## src/rtl/pipelined_addsub.sv

```systemverilog
// Pipelined WIDTH-bit adder/subtractor built from SEG-bit ripple segments,
// one register stage per segment, with carry-out and signed overflow.
module pipelined_addsub #(
    parameter int WIDTH = 16,
    parameter int SEG   = 4
) (
    input  logic             clk,
    input  logic             rst,
    input  logic             en,
    input  logic             in_valid,
    input  logic [WIDTH-1:0] a,
    input  logic [WIDTH-1:0] b,
    input  logic             ci,
    input  logic             sub,
    output logic             out_valid,
    output logic [WIDTH-1:0] sum,
    output logic             co,
    output logic             ovf
);
    localparam int NSEG = WIDTH / SEG;

    if ((WIDTH % SEG) != 0 || SEG < 1) begin : g_bad_params
        $error("pipelined_addsub: WIDTH must be a positive multiple of SEG");
    end

    // Subtraction is a + ~b + ~ci, so borrow-in maps onto an inverted carry-in.
    logic [WIDTH-1:0] beff;
    logic             cin0;
    assign beff = sub ? ~b : b;
    assign cin0 = sub ? ~ci : ci;

    for (genvar gi = 0; gi < NSEG; gi++) begin : g_stage
        localparam int LO_W = gi * SEG;
        localparam int HI_W = (NSEG - 1 - gi) * SEG;

        logic [SEG-1:0]       op_a;
        logic [SEG-1:0]       op_b;
        logic                 carry_in;
        logic                 valid_in;
        logic [SEG:0]         seg_sum;
        logic [LO_W+SEG-1:0]  res_next;
        logic [LO_W+SEG-1:0]  res_reg;
        logic                 carry_reg;
        logic                 valid_reg;

        assign seg_sum = {1'b0, op_a} + {1'b0, op_b} + {{SEG{1'b0}}, carry_in};

        if (gi == 0) begin : g_src
            assign op_a     = a[SEG-1:0];
            assign op_b     = beff[SEG-1:0];
            assign carry_in = cin0;
            assign valid_in = in_valid;
            assign res_next = seg_sum[SEG-1:0];
        end else begin : g_src
            assign op_a     = g_stage[gi-1].g_skew.a_hi_reg[SEG-1:0];
            assign op_b     = g_stage[gi-1].g_skew.b_hi_reg[SEG-1:0];
            assign carry_in = g_stage[gi-1].carry_reg;
            assign valid_in = g_stage[gi-1].valid_reg;
            // Lower result segments ride along so the whole word emerges together.
            assign res_next = {seg_sum[SEG-1:0], g_stage[gi-1].res_reg};
        end

        always_ff @(posedge clk) begin
            if (rst) begin
                res_reg   <= '0;
                carry_reg <= 1'b0;
                valid_reg <= 1'b0;
            end else if (en) begin
                res_reg   <= res_next;
                carry_reg <= seg_sum[SEG];
                valid_reg <= valid_in;
            end
        end

        // Operand segments not yet consumed are delayed to meet their carry.
        if (gi < NSEG - 1) begin : g_skew
            logic [HI_W-1:0] a_hi_next;
            logic [HI_W-1:0] b_hi_next;
            logic [HI_W-1:0] a_hi_reg;
            logic [HI_W-1:0] b_hi_reg;

            if (gi == 0) begin : g_hi_src
                assign a_hi_next = a[WIDTH-1:SEG];
                assign b_hi_next = beff[WIDTH-1:SEG];
            end else begin : g_hi_src
                assign a_hi_next = g_stage[gi-1].g_skew.a_hi_reg[HI_W+SEG-1:SEG];
                assign b_hi_next = g_stage[gi-1].g_skew.b_hi_reg[HI_W+SEG-1:SEG];
            end

            always_ff @(posedge clk) begin
                if (rst) begin
                    a_hi_reg <= '0;
                    b_hi_reg <= '0;
                end else if (en) begin
                    a_hi_reg <= a_hi_next;
                    b_hi_reg <= b_hi_next;
                end
            end
        end
    end

    // Overflow uses the operand MSBs as they arrive at the final segment.
    logic ovf_next;
    logic ovf_reg;
    assign ovf_next = (g_stage[NSEG-1].op_a[SEG-1] == g_stage[NSEG-1].op_b[SEG-1]) &&
                      (g_stage[NSEG-1].seg_sum[SEG-1] != g_stage[NSEG-1].op_a[SEG-1]);

    always_ff @(posedge clk) begin
        if (rst) begin
            ovf_reg <= 1'b0;
        end else if (en) begin
            ovf_reg <= ovf_next;
        end
    end

    assign sum       = g_stage[NSEG-1].res_reg;
    assign co        = g_stage[NSEG-1].carry_reg;
    assign out_valid = g_stage[NSEG-1].valid_reg;
    assign ovf       = ovf_reg;

endmodule

```

## config.mk

```make
export PLATFORM = sky130hd
export DESIGN_NAME = pipelined_addsub
export DESIGN_NICKNAME = d
export VERILOG_FILES = /design/src/rtl/pipelined_addsub.sv
export SDC_FILE = /design/constraint.sdc
export NUM_CORES = 1
export LEC_CHECK = 0
export BUFFER_PORTS_ARGS = -buffer_cell sky130_fd_sc_hd__buf_2
export CAP_MARGIN = 5
export CORE_MARGIN = 1.5
export CORE_UTILIZATION = 45
export DETAILED_ROUTE_END_ITERATION = 10
export GPL_TIMING_DRIVEN = 0
export MAX_ROUTING_LAYER = met4
export PLACE_DENSITY = 0.67
export SLEW_MARGIN = 30
export SYNTH_ARGS = -nofsm -noshare
export SYNTH_HDL_FRONTEND = slang
export SYNTH_SLANG_ARGS = --single-unit
```

## constraint.sdc

```tcl
create_clock -name clk -period 2.4 [get_ports clk]
set_input_delay 0.48 -clock clk [delete_from_list [all_inputs] [get_ports clk]]
set_output_delay 0.48 -clock clk [all_outputs]
set_load 0.1 [all_outputs]
```

==> qor.json, run 1 <==
{
  "post-dp-hpwl": {"value": 6170, "unit": "µm"},
  "vias": {"value": 2898},
  "die_h": {"value": 98.8, "unit": "µm"},
  "failed_checks": {"value": "design-rule violations"},
  "boundaryPins": {"value": 57},
  "p_leak": {"value": 2.22, "unit": "nW"},
  "cp_cell_sequence": {"value": "buf_4, buf_6, xor2_1, fa_1, fa_1, a21o_1, a21oi_1, a211oi_1"},
  "netlist_instances": {"value": 396},
  "core": {"value": 0.00881, "unit": "mm²"},
  "timing.critical_path.slowest_stage_cell": {"value": "sky130_fd_sc_hd__fa_1"},
  "relSlewSlack": {"value": 0.674},
  "yosysWarningCount": {"value": 0},
  "dominant_combinational_cell_family_by_area_after_synthesis": {"value": "multiplexers"},
  "grt_util_all_layers": {"value": 0.180},
  "share_comb_of_total_power": {"value": 0.132},
  "rsz0062_at_grt": {"value": "false"},
  "detail_route.drc_violations": {"value": 1},
  "report.final.slew_viol_count": {"value": 0},
  "port_buffers": {"value": 55},
  "switching_share": {"value": 0.252},
  "grt_util_met1": {"value": 0.238},
  "max_stage_delay": {"value": 0.46, "unit": "ns"},
  "grt_pass1_wl": {"value": 13400, "unit": "µm"},
  "first_global_vias": {"value": 2756},
  "cts_buffers": {"value": 9},
  "tightestPinTransition": {"value": 0.489, "unit": "ns"},
  "synth.avg_cell_area": {"value": 10.4, "unit": "µm²"},
  "cts_max_path_buffers": {"value": 2},
  "intPower": {"value": 0.00252, "unit": "W"},
  "drt_first_iter_violations": {"value": 93},
  "final-hold-violation-count": {"value": 0},
  "grt.met3_usage": {"value": 0.0298},
  "netlist_area": {"value": 0.00413, "unit": "mm²"},
  "diodes": {"value": 0},
  "worst_ep_arrival_time": {"value": 2.30, "unit": "ns"},
  "yosys.area_share.simple": {"value": 0.106},
  "cp_data_required_time": {"value": 2.62, "unit": "ns"},
  "total_wirelength": {"value": 8320, "unit": "µm"},
  "clock_skew": {"value": 0.00664, "unit": "ns"},
  "power.density": {"value": 707, "unit": "mW/mm²"},
  "clock_insertion_delay_worst_skew": {"value": 0.35, "unit": "ns"},
  "yosysUniqueCellTypes": {"value": 28},
  "clk_slew_on_worst_s_h_paths": {"value": 0.09, "unit": "ns"},
  "drt_pre_antenna_iters": {"value": 7},
  "grt_antenna_before_repair": {"value": 0},
  "met2_use_gr": {"value": 0.282},
  "htree_levels": {"value": 3},
  "critPathKind": {"value": "in2reg"},
  "critical-path-top-cell-by-count": {"value": "sky130_fd_sc_hd__fa_1"},
  "grt_remaining_overflow": {"value": 0},
  "wl_per_cell": {"value": 14.5, "unit": "µm"},
  "cts.hold.buffers_added": {"value": 0},
  "category_of_the_worst_setup_path_launch_point": {"value": "input pin"},
  "worstPathMaxFanout": {"value": 10},
  "multiInputGateArea": {"value": 0.00199, "unit": "mm²"},
  "post-cts-setup-buffers": {"value": 0},
  "detailed_route_vias_per_instance": {"value": 5.04},
  "drive_above_1_share": {"value": 0.201},
  "critPathCaptureType": {"value": "register"},
  "grt_busiest_layer": {"value": "met2"},
  "cts_root_buf": {"value": "sky130_fd_sc_hd__clkbuf_8"},
  "seqCellArea": {"value": 0.00194, "unit": "mm²"},
  "placementRows": {"value": 34},
  "synthesis.nets": {"value": 454},
  "synth-xor-area-share": {"value": 0.0445},
  "cp.buffers_inverters": {"value": 2},
  "die_width": {"value": 98.8, "unit": "µm"},
  "tritoncts": {"value": "done"},
  "clock.fmax": {"value": 0.481, "unit": "GHz"},
  "min_path_type": {"value": "in2reg"},
  "fin_crit": {"value": 2.08, "unit": "ns"},
  "finish.utilization": {"value": 0.542},
  "n_fill_cell": {"value": 813},
  "total_negative_setup_slack": {"value": 0, "unit": "ns"},
  "syn2layout_area_growth": {"value": 15.5, "unit": "%"},
  "outcome": {"value": "complete, but fails checks"},
  "final.hold.worst_slack": {"value": 0.362, "unit": "ns"},
  "initial_utilization": {"value": 0.469},
  "synth_seq_cells": {"value": 97},
  "design_area": {"value": 0.00477, "unit": "mm²"},
  "postCtsResizedCells": {"value": 0},
  "drt.antenna.violating_nets": {"value": 0},
  "synth_compound_area_frac": {"value": 0.0817},
  "grt_start_max_net_pins": {"value": 16},
  "design.final.nets": {"value": 520},
  "timing.final.setup_violations": {"value": 0},
  "post_synth_mux_area_share": {"value": 0.174},
  "net-switching-power": {"value": 0.000849, "unit": "W"},
  "yosys.area_share.adder": {"value": 0.0751},
  "max_cap_violations": {"value": 0},
  "share_clk_of_total_power": {"value": 0.352},
  "timing.critical_path.max_delay_family": {"value": "adder cells"},
  "dpl_cell_area": {"value": 0.00454, "unit": "mm²"},
  "clkSinkCount": {"value": 97},
  "floorplan.die_area": {"value": 0.00977, "unit": "mm²"},
  "ir_drop": {"value": 0.330, "unit": "mV"},
  "pwr-share-seq": {"value": 0.516},
  "yosysSeqAreaShare": {"value": 0.470},
  "routabilityCongestion": {"value": 0.804},
  "final_min_period_over_clock_period": {"value": 0.866}
}
## synth_stat cells (all sizes together)
cell type | n | area [µm²]
nor2 | 92 | 345
ha | 12 | 150
fa | 8 | 160
o21ai | 1 | 5.00
dfxtp | 97 | 1940
nand3 | 3 | 15.0
o221ai | 3 | 26.3
clkbuf | 2 | 7.51
o311ai | 2 | 17.5
nor2b | 1 | 6.26
a211oi | 19 | 148
nand2 | 8 | 30.0
and4bb | 1 | 12.5
xnor2 | 16 | 140
a21oi | 7 | 35.0
buf | 24 | 168
inv | 7 | 26.3
a21o | 7 | 52.6
mux2i | 72 | 721
a311oi | 1 | 8.76
or4b | 1 | 10.0
or3 | 3 | 18.8
a2111o | 4 | 45.0
xor2 | 5 | 43.8
## layout make-up
type / count / share of cell area
Buffer: 26 / 0.0367
Sequential cell: 97 / 0.407
Inverter: 7 / 0.00550
Tap cell: 108 / 0.0283
Multi-Input combinational cell: 266 / 0.417
Clock inverter: 4 / 0.0157
Clock buffer: 12 / 0.0325
Timing Repair Buffer: 55 / 0.0577
## worst register-to-register path: cells and delay by family, from the launching register on
family | cells | cell delay (ns)
adders and majority gates | 2 | 0.92
AOI/OAI and AO/OA | 3 | 0.45
DFF | 1 | 0.34
## routing by layer
layer	routed length, µm	part of all wire
met1	4100	0.49
met2	3900	0.47
met3	220	0.026
met4	102	0.012
met5	0	0
## logic make-up after synthesis
family / after synthesis
buffers and inverters: 33
xor gates and xnor gates: 21
adders and majority gates: 20
AOI/OAI and AO/OA: 44
DFF: 97
and+or+nand+nor: 109
muxes: 72
## power groups by stage
stage	clock network, W	registers (W)	logic, W
floorplan	0	0.00181	0.000287
global placement	0	0.00178	0.000441
detailed placement	0	0.00178	0.000449
CTS	0.00121	0.00174	0.000451
global route	0.00127	0.00175	0.000492
finish	0.00119	0.00174	0.000445
## per-stage QoR
| stage | setup WS [ns] | power (W) | cells |
|---|---|---|---|
| 6_report | 0.321 | 0.00337 | 575 |
| 5_1_grt | 0.240 | 0.00352 | 575 |
| 4_1_cts | 0.327 | 0.00340 | 575 |
| 3_5_place_dp | -0.0502 | 0.00223 | 559 |
| 3_3_place_gp | -0.0369 | 0.00222 | 559 |
| 2_1_floorplan | 0.111 | 0.00210 | 396 |
## path summary, 6_finish.rpt
| check | depth (start not counted) | slack (ns) | startpoint | endpoint |
|---|---|---|---|---|
| setup / recovery | 8 | 0.32 | sub | g_stage[0].carry_reg$_SDFFE_PP0P_ |
| hold / removal | 3 | 0.36 | a[12] | g_stage[0].g_skew.a_hi_reg[8]$_SDFFE_PP0P_ |
| setup reg to reg | 5 | 0.57 | g_stage[2].carry_reg$_SDFFE_PP0P_ | co$_SDFFE_PP0P_ |
| hold reg to reg | 2 | 0.49 | sum[14]$_SDFFE_PP0P_ | sum[14]$_SDFFE_PP0P_ |
## layout by cell type (no fill, tap or decap)
master                       count
sky130_fd_sc_hd__fa_1            8
sky130_fd_sc_hd__inv_1           7
sky130_fd_sc_hd__o221ai_1        3
sky130_fd_sc_hd__nor2_1         92
sky130_fd_sc_hd__xnor2_1        16
sky130_fd_sc_hd__a211oi_1       18
sky130_fd_sc_hd__mux2i_1        72
sky130_fd_sc_hd__nand3_1         3
sky130_fd_sc_hd__a21oi_1         7
sky130_fd_sc_hd__a311oi_1        1
sky130_fd_sc_hd__buf_2          66
sky130_fd_sc_hd__clkinvlp_4      2
sky130_fd_sc_hd__a211oi_2        1
sky130_fd_sc_hd__nor2b_1         1
sky130_fd_sc_hd__o21ai_0         1
sky130_fd_sc_hd__ha_1           12
sky130_fd_sc_hd__a2111o_1        4
sky130_fd_sc_hd__or4b_1          1
sky130_fd_sc_hd__clkbuf_1        3
sky130_fd_sc_hd__dfxtp_1        97
sky130_fd_sc_hd__a21o_1          7
sky130_fd_sc_hd__clkbuf_8       11
sky130_fd_sc_hd__buf_6           6
sky130_fd_sc_hd__xor2_1          5
sky130_fd_sc_hd__buf_1           2
sky130_fd_sc_hd__nand2_1         8
sky130_fd_sc_hd__or3_1           3
sky130_fd_sc_hd__bufinv_16       2
sky130_fd_sc_hd__and4bb_2        1
sky130_fd_sc_hd__buf_4           5
sky130_fd_sc_hd__o311ai_1        2
Note: power is estimated with default switching activity, not from simulation.
==> run 2, diff against run 1 <==
- PLACE_DENSITY: 0.67 -> not set
- clock period: 2.4 -> 2.3 ns (I/O delays scaled with it)
==> qor.json, run 2 (same netlist as run 1, synthesis figures left out) <==
{
  "outcome": {"value": "complete, but fails checks", "change": "unchanged"},
  "failed_checks": {"value": "design-rule violations", "change": "unchanged"},
  "dp_cells": {"value": 559, "change": "unchanged"},
  "postCtsResizedCells": {"value": 0, "change": "unchanged"},
  "wl_per_cell": {"value": 15.0, "unit": "µm", "change": "was 14.5 µm"},
  "timing.critical_path.max_delay_family": {"value": "adder cells", "change": "unchanged"},
  "clock.fmax": {"value": 0.482, "unit": "GHz"},
  "finish.utilization": {"value": 0.542, "change": "unchanged"},
  "placementRows": {"value": 34, "change": "unchanged"},
  "design.final.nets": {"value": 520, "change": "unchanged"},
  "cp_cell_sequence": {"value": "buf_4, buf_6, xor2_1, fa_1, fa_1, a21o_1, a21oi_1, a211oi_1", "change": "unchanged"},
  "dpl_cell_area": {"value": 0.00454, "unit": "mm²", "change": "unchanged"},
  "timing.critical_path.slowest_stage_cell": {"value": "sky130_fd_sc_hd__fa_1", "change": "unchanged"},
  "grt_util_all_layers": {"value": 0.193, "change": "was 0.180"},
  "drive_above_1_share": {"value": 0.201, "change": "unchanged"},
  "clk_slew_on_worst_s_h_paths": {"value": 0.09, "unit": "ns", "change": "about the same"},
  "total_wirelength": {"value": 8630, "unit": "µm", "change": "was 8320 µm"},
  "die_width": {"value": 98.8, "unit": "µm", "change": "unchanged"},
  "category_of_the_worst_setup_path_launch_point": {"value": "input pin", "change": "unchanged"},
  "finalWorstSetupSlack": {"value": 0.227, "unit": "ns", "change": "was 0.321 ns"},
  "number_of_cells_traversed_by_the_worst_register_to_register_path": {"value": 5, "change": "unchanged"},
  "die_h": {"value": 98.8, "unit": "µm", "change": "unchanged"},
  "clock_insertion_delay_worst_skew": {"value": 0.36, "unit": "ns", "change": "was 0.35 ns"},
  "grt_antenna_before_repair": {"value": 0, "change": "unchanged"},
  "n_fill_cell": {"value": 819, "change": "was 813"},
  "final-hold-violation-count": {"value": 0, "change": "unchanged"},
  "critPathCaptureType": {"value": "register", "change": "unchanged"},
  "design_area": {"value": 0.00477, "unit": "mm²", "change": "unchanged"},
  "post-cts-setup-buffers": {"value": 0, "change": "unchanged"},
  "cp_data_required_time": {"value": 2.53, "unit": "ns", "change": "was 2.62 ns"},
  "cp.buffers_inverters": {"value": 2, "change": "unchanged"},
  "first_global_vias": {"value": 2713, "change": "was 2756"},
  "worstPathMaxFanout": {"value": 10, "change": "unchanged"},
  "core": {"value": 0.00881, "unit": "mm²", "change": "unchanged"},
  "final_min_period_over_clock_period": {"value": 0.901},
  "most-common-layout-cells": {"value": "sky130_fd_sc_hd__dfxtp_1 (97), sky130_fd_sc_hd__nor2_1 (92), sky130_fd_sc_hd__mux2i_1 (72), sky130_fd_sc_hd__buf_2 (66), sky130_fd_sc_hd__a211oi_1 (18)", "change": "unchanged"},
  "cts_buffers": {"value": 9, "change": "unchanged"},
  "critPathLaunch": {"value": "sub", "change": "unchanged"},
  "grt_remaining_overflow": {"value": 0, "change": "unchanged"},
  "cts.hold.buffers_added": {"value": 0, "change": "unchanged"},
  "report.final.slew_viol_count": {"value": 0, "change": "unchanged"},
  "max_cap_violations": {"value": 0, "change": "unchanged"},
  "detail_route.drc_violations": {"value": 4, "change": "was 1"},
  "syn2layout_area_growth": {"value": 15.5, "unit": "%", "change": "unchanged"},
  "port_buffers": {"value": 55, "change": "unchanged"},
  "tritoncts": {"value": "done", "change": "unchanged"},
  "cts_max_path_buffers": {"value": 2, "change": "unchanged"},
  "boundaryPins": {"value": 57, "change": "unchanged"},
  "min_path_type": {"value": "in2reg", "change": "unchanged"},
  "power.density": {"value": 739, "unit": "mW/mm²", "change": "was 707 mW/mm²"},
  "tightestPinTransition": {"value": 0.499, "unit": "ns", "change": "was 0.489 ns"},
  "critical-path-top-cell-by-count": {"value": "sky130_fd_sc_hd__fa_1", "change": "unchanged"},
  "post-dp-hpwl": {"value": 6180, "unit": "µm", "change": "was 6170 µm"},
  "hold_path_startpoint": {"value": "a[15]", "change": "was a[12]"},
  "initial_utilization": {"value": 0.469, "change": "unchanged"},
  "detailed_route_vias_per_instance": {"value": 5.00, "change": "was 5.04"},
  "cts_root_buf": {"value": "sky130_fd_sc_hd__clkbuf_8", "change": "unchanged"},
  "relSlewSlack": {"value": 0.667, "change": "was 0.674"},
  "vias": {"value": 2876, "change": "was 2898"},
  "fin_crit": {"value": 2.07, "unit": "ns"},
  "grt_pass1_wl": {"value": 14000, "unit": "µm", "change": "was 13400 µm"},
  "final_cells": {"value": 575, "change": "unchanged"},
  "final.hold.worst_slack": {"value": 0.327, "unit": "ns", "change": "was 0.362 ns"},
  "htree_levels": {"value": 3, "change": "unchanged"},
  "diodes": {"value": 0, "change": "unchanged"},
  "cp.depth": {"value": 8, "change": "unchanged"},
  "drt_pre_antenna_iters": {"value": 7, "change": "unchanged"},
  "layout.cells.most_common": {"value": "sky130_fd_sc_hd__dfxtp_1", "change": "unchanged"},
  "timing.rr.start": {"value": "g_stage[2].carry_reg$_SDFFE_PP0P_", "change": "unchanged"},
  "critPathKind": {"value": "in2reg", "change": "unchanged"},
  "worst_ep_arrival_time": {"value": 2.30, "unit": "ns", "change": "about the same"},
  "routabilityCongestion": {"value": 0.813, "change": "was 0.804"},
  "clkSinkCount": {"value": 97, "change": "unchanged"},
  "dp_slack": {"value": -0.164, "unit": "ns", "change": "was -0.0502 ns"},
  "clock_skew": {"value": 0.00993, "unit": "ns", "change": "was 0.00664 ns"},
  "ir_drop": {"value": 0.336, "unit": "mV", "change": "was 0.330 mV"},
  "timing.final.setup_violations": {"value": 0, "change": "unchanged"},
  "drt.antenna.violating_nets": {"value": 0, "change": "unchanged"},
  "drt_first_iter_violations": {"value": 60, "change": "was 93"},
  "holdPathStages": {"value": 3, "change": "unchanged"},
  "p_leak": {"value": 2.22, "unit": "nW", "change": "unchanged"},
  "grt_start_max_net_pins": {"value": 16, "change": "unchanged"},
  "floorplan.die_area": {"value": 0.00977, "unit": "mm²", "change": "unchanged"},
  "rsz0062_at_grt": {"value": "false", "change": "unchanged"},
  "max_stage_delay": {"value": 0.46, "unit": "ns", "change": "about the same"}
}
==> run 2: cell counts in the layout (fill, tap and decap cells not counted) <==
Identical to the previous run, type by type.
==> run 2: report_power, final <==
group,switching [W],internal (W)
clock network,0.000575,0.000673
registers,0.0000513,0.00176
logic,0.000268,0.000195
total,0.000894,0.00263
==> run 2: final timing paths <==
check / end / slack [ns]
worst max-delay path: g_stage[0].carry_reg$_SDFFE_PP0P_ / 0.23
worst min register to register: sum[0]$_SDFFE_PP0P_ / 0.49
worst max register to register: co$_SDFFE_PP0P_ / 0.52
worst min-delay path: g_stage[0].g_skew.a_hi_reg[11]$_SDFFE_PP0P_ / 0.33
==> run 2: stage by stage <==
stage	power (W)	setup TNS, ns
after floorplan	0.00219	0
after global placement	0.00231	-0.172
after detailed placement	0.00232	-0.220
after CTS	0.00357	0
after global routing	0.00368	0
final	0.00353	0
==> run 2: per-layer routing <==
layer | vias to the layer above | part of all wire | GRT usage
li1 | 1483 | - | -
met1 | 1336 | 0.51 | 0.255
met2 | 51 | 0.45 | 0.298
met3 | 6 | 0.032 | 0.0411
met4 | 0 | 0.0093 | 0.0604
met5 | - | 0 | -
==> run 2: cell type report <==
type / instances / area [µm²] / share of cell area
multi-input combinational: 266 / 1990 / 0.417
sequential: 97 / 1940 / 0.407
timing repair buffer: 55 / 275 / 0.0577
buffer: 26 / 175 / 0.0367
clock buffer: 12 / 155 / 0.0325
tap: 108 / 135 / 0.0283
clock inverter: 4 / 75.1 / 0.0157
inverter: 7 / 26.3 / 0.00550
==> run 2: worst register-to-register path, delay by kind of cell (launching register included) <==
family / cells / cell delay [ns]
flops: 1 / 0.34
fa+ha+maj: 2 / 0.90
compound gates: 3 / 0.42
==> run 3, diff against run 2 <==
--- a/config.mk
+++ b/config.mk
@@ -13,3 +13,2 @@
 export GPL_TIMING_DRIVEN = 0
-export MAX_ROUTING_LAYER = met4
 export SLEW_MARGIN = 30
==> constraint.sdc (replaced) <==
create_clock -name clk -period 2.3 [get_ports clk]
set_input_delay 0.115 -clock clk [delete_from_list [all_inputs] [get_ports clk]]
set_output_delay 0.115 -clock clk [all_outputs]
set_load 0.1 [all_outputs]
==> qor.json, run 3 (same netlist as run 1, synthesis figures left out) <==
{
  "outcome": {"value": "complete, but fails checks", "change": "unchanged"},
  "failed_checks": {"value": "design-rule violations", "change": "unchanged"},
  "finish.utilization": {"value": 0.557, "change": "was 0.542"},
  "boundaryPins": {"value": 57, "change": "unchanged"},
  "routabilityCongestion": {"value": 0.802, "change": "was 0.813"},
  "final-hold-violation-count": {"value": 0, "change": "unchanged"},
  "switching_share": {"value": 0.253, "change": "was 0.254"},
  "worst_ep_arrival_time": {"value": 2.02, "unit": "ns", "change": "was 2.30 ns"},
  "clk_slew_on_worst_s_h_paths": {"value": 0.09, "unit": "ns", "change": "about the same"},
  "grt_antenna_before_repair": {"value": 0, "change": "unchanged"},
  "relSlewSlack": {"value": 0.660, "change": "was 0.667"},
  "vias": {"value": 2922, "change": "was 2876"},
  "grt_remaining_overflow": {"value": 0, "change": "unchanged"},
  "category_of_the_worst_setup_path_launch_point": {"value": "register", "change": "was input pin"},
  "cts_max_path_buffers": {"value": 2, "change": "unchanged"},
  "floorplan.die_area": {"value": 0.00977, "unit": "mm²", "change": "unchanged"},
  "cts_buffers": {"value": 9, "change": "unchanged"},
  "first_global_vias": {"value": 2724, "change": "was 2713"},
  "grt_start_max_net_pins": {"value": 16, "change": "unchanged"},
  "min_path_type": {"value": "in2reg", "change": "unchanged"},
  "diodes": {"value": 0, "change": "unchanged"},
  "post-dp-hpwl": {"value": 6180, "unit": "µm", "change": "unchanged"},
  "drt_first_iter_violations": {"value": 71, "change": "was 60"},
  "grt_pass1_wl": {"value": 14100, "unit": "µm", "change": "was 14000 µm"},
  "timing.final.setup_violations": {"value": 0, "change": "unchanged"},
  "detailed_route_vias_per_instance": {"value": 4.97, "change": "was 5.00"},
  "share_comb_of_total_power": {"value": 0.135, "change": "was 0.131"},
  "dpl_cell_area": {"value": 0.00454, "unit": "mm²", "change": "unchanged"},
  "critPathKind": {"value": "reg2reg", "change": "was in2reg"},
  "timing.rr.start": {"value": "g_stage[2].carry_reg$_SDFFE_PP0P_", "change": "unchanged"},
  "layout.cells.most_common": {"value": "sky130_fd_sc_hd__dfxtp_1", "change": "unchanged"},
  "power.density": {"value": 723, "unit": "mW/mm²", "change": "was 739 mW/mm²"},
  "critPathCaptureType": {"value": "register", "change": "unchanged"},
  "number_of_cells_traversed_by_the_worst_register_to_register_path": {"value": 5, "change": "unchanged"},
  "r2r_end": {"value": "co$_SDFFE_PP0P_", "change": "unchanged"},
  "cts_root_buf": {"value": "sky130_fd_sc_hd__clkbuf_8", "change": "unchanged"},
  "cp_data_required_time": {"value": 2.53, "unit": "ns", "change": "about the same"},
  "worstPathMaxFanout": {"value": 2, "change": "was 10"},
  "wl_per_cell": {"value": 14.8, "unit": "µm", "change": "was 15.0 µm"},
  "tritoncts": {"value": "done", "change": "unchanged"},
  "finalPower": {"value": 0.00354, "unit": "W", "change": "was 0.00353 W"},
  "p_leak": {"value": 2.27, "unit": "nW", "change": "was 2.22 nW"},
  "clock_skew": {"value": 0.00788, "unit": "ns", "change": "was 0.00993 ns"},
  "clkSinkCount": {"value": 97, "change": "unchanged"},
  "final_min_period_over_clock_period": {"value": 0.777, "change": "was 0.901"},
  "grt_util_all_layers": {"value": 0.189, "change": "was 0.193"},
  "reg2reg_slack": {"value": 0.51, "unit": "ns", "change": "was 0.52 ns"},
  "hold_path_startpoint": {"value": "b[15]", "change": "was a[15]"},
  "drive_above_1_share": {"value": 0.196, "change": "was 0.201"},
  "max_cap_violations": {"value": 0, "change": "unchanged"},
  "drt.antenna.violating_nets": {"value": 0, "change": "unchanged"},
  "design.final.nets": {"value": 533, "change": "was 520"},
  "core": {"value": 0.00881, "unit": "mm²", "change": "unchanged"},
  "htree_levels": {"value": 3, "change": "unchanged"},
  "intPower": {"value": 0.00265, "unit": "W", "change": "was 0.00263 W"},
  "die_width": {"value": 98.8, "unit": "µm", "change": "unchanged"},
  "ir_drop": {"value": 0.337, "unit": "mV", "change": "was 0.336 mV"},
  "clock_insertion_delay_worst_skew": {"value": 0.36, "unit": "ns", "change": "about the same"},
  "rsz0062_at_grt": {"value": "false", "change": "unchanged"},
  "detail_route.drc_violations": {"value": 4, "change": "unchanged"},
  "design_area": {"value": 0.00490, "unit": "mm²", "change": "was 0.00477 mm²"},
  "pwr-share-seq": {"value": 0.512, "change": "was 0.515"},
  "initial_utilization": {"value": 0.469, "change": "unchanged"},
  "share_clk_of_total_power": {"value": 0.353, "change": "was 0.354"},
  "drt_pre_antenna_iters": {"value": 7, "change": "unchanged"},
  "report.final.slew_viol_count": {"value": 0, "change": "unchanged"},
  "port_buffers": {"value": 55, "change": "unchanged"},
  "final_cells": {"value": 588, "change": "was 575"},
  "placementRows": {"value": 34, "change": "unchanged"},
  "clock.fmax": {"value": 0.559, "unit": "GHz", "change": "was 0.482 GHz"},
  "most-common-layout-cells": {"value": "sky130_fd_sc_hd__dfxtp_1 (97), sky130_fd_sc_hd__nor2_1 (92), sky130_fd_sc_hd__mux2i_1 (72), sky130_fd_sc_hd__buf_2 (66), sky130_fd_sc_hd__a211oi_1 (18)", "change": "unchanged"},
  "fin_crit": {"value": 1.79, "unit": "ns", "change": "was 2.07 ns"},
  "total_wirelength": {"value": 8720, "unit": "µm", "change": "was 8630 µm"},
  "syn2layout_area_growth": {"value": 18.6, "unit": "%", "change": "was 15.5%"},
  "die_h": {"value": 98.8, "unit": "µm", "change": "unchanged"},
  "total_negative_setup_slack": {"value": 0, "unit": "ns", "change": "unchanged"},
  "n_fill_cell": {"value": 806, "change": "was 819"},
  "critPathLaunch": {"value": "g_stage[2].carry_reg$_SDFFE_PP0P_", "change": "was sub"},
  "net-switching-power": {"value": 0.000898, "unit": "W", "change": "was 0.000894 W"},
  "termination_of_the_worst_setup_path": {"value": "co$_SDFFE_PP0P_", "change": "was g_stage[0].carry_reg$_SDFFE_PP0P_"},
  "dp_cells": {"value": 559, "change": "unchanged"},
  "tightestPinTransition": {"value": 0.510, "unit": "ns", "change": "was 0.499 ns"},
  "postCtsResizedCells": {"value": 0, "change": "unchanged"}
}
## run 3: changes by cell type in the layout (fill, tap and decap cells not counted), sizes merged
cell	change
dlygate4sd3	+13
## run 3: power by group through the flow
stage          clock network (W)  registers (W)  logic, W
2_1_floorplan                  0        0.00189  0.000299
3_3_place_gp                   0        0.00185  0.000458
3_5_place_dp                   0        0.00186  0.000468
4_1_cts                  0.00128        0.00182  0.000486
5_1_grt                  0.00134        0.00183  0.000528
6_report                 0.00125        0.00182  0.000480
## run 3: final cells by class
type / count / area (µm²) / share of cell area
plain buffers: 26 / 175 / 0.0357
well taps: 108 / 135 / 0.0276
inverters: 7 / 26.3 / 0.00536
multi-input cells: 266 / 1990 / 0.406
flip-flops and latches: 97 / 1940 / 0.396
clock buffers: 12 / 155 / 0.0316
repair buffers: 68 / 405 / 0.0827
clock inverters: 4 / 75.1 / 0.0153
## run 3: metal layers
metal	up-vias	global-route usage	part of all wire
met4	0	0.0604	0.0096
met3	7	0.0411	0.031
met2	44	0.299	0.45
li1	1508	-	-
met1	1363	0.257	0.51
met5	-	0	0
## run 3: repair_timing
action / 4_1_cts / 5_1_grt
setup buffers: 0 / 0
hold endpoints to repair: 13 / 0
hold buffers: 13 / 0
## run 3: metrics by stage
step	worst slack (ns)	hold WS, ns
2_1_floorplan	0.376	0.262
3_3_place_gp	0.183	0.350
3_5_place_dp	0.181	0.357
4_1_cts	0.514	0.0217
5_1_grt	0.430	0.0298
6_report	0.512	0.0399
## run 3: critical path, stage by stage (launching register included)
cell	delay, ns
sky130_fd_sc_hd__dfxtp_1	0.35
sky130_fd_sc_hd__fa_1	0.48
sky130_fd_sc_hd__fa_1	0.42
sky130_fd_sc_hd__a21o_1	0.18
sky130_fd_sc_hd__a21oi_1	0.14
sky130_fd_sc_hd__a211oi_1	0.08
## run 3: how the worst min path moves through the flow
stage	end	slack, ns	cells past startpoint
floorplan	g_stage[0].g_skew.a_hi_reg[10]$_SDFFE_PP0P_	0.26	2
global placement	g_stage[0].g_skew.a_hi_reg[2]$_SDFFE_PP0P_	0.35	3
detailed placement	g_stage[0].g_skew.a_hi_reg[7]$_SDFFE_PP0P_	0.36	3
CTS	g_stage[0].g_skew.b_hi_reg[11]$_SDFFE_PP0P_	0.02	3
global route	g_stage[0].g_skew.b_hi_reg[2]$_SDFFE_PP0P_	0.03	3
finish	g_stage[0].g_skew.b_hi_reg[11]$_SDFFE_PP0P_	0.04	3
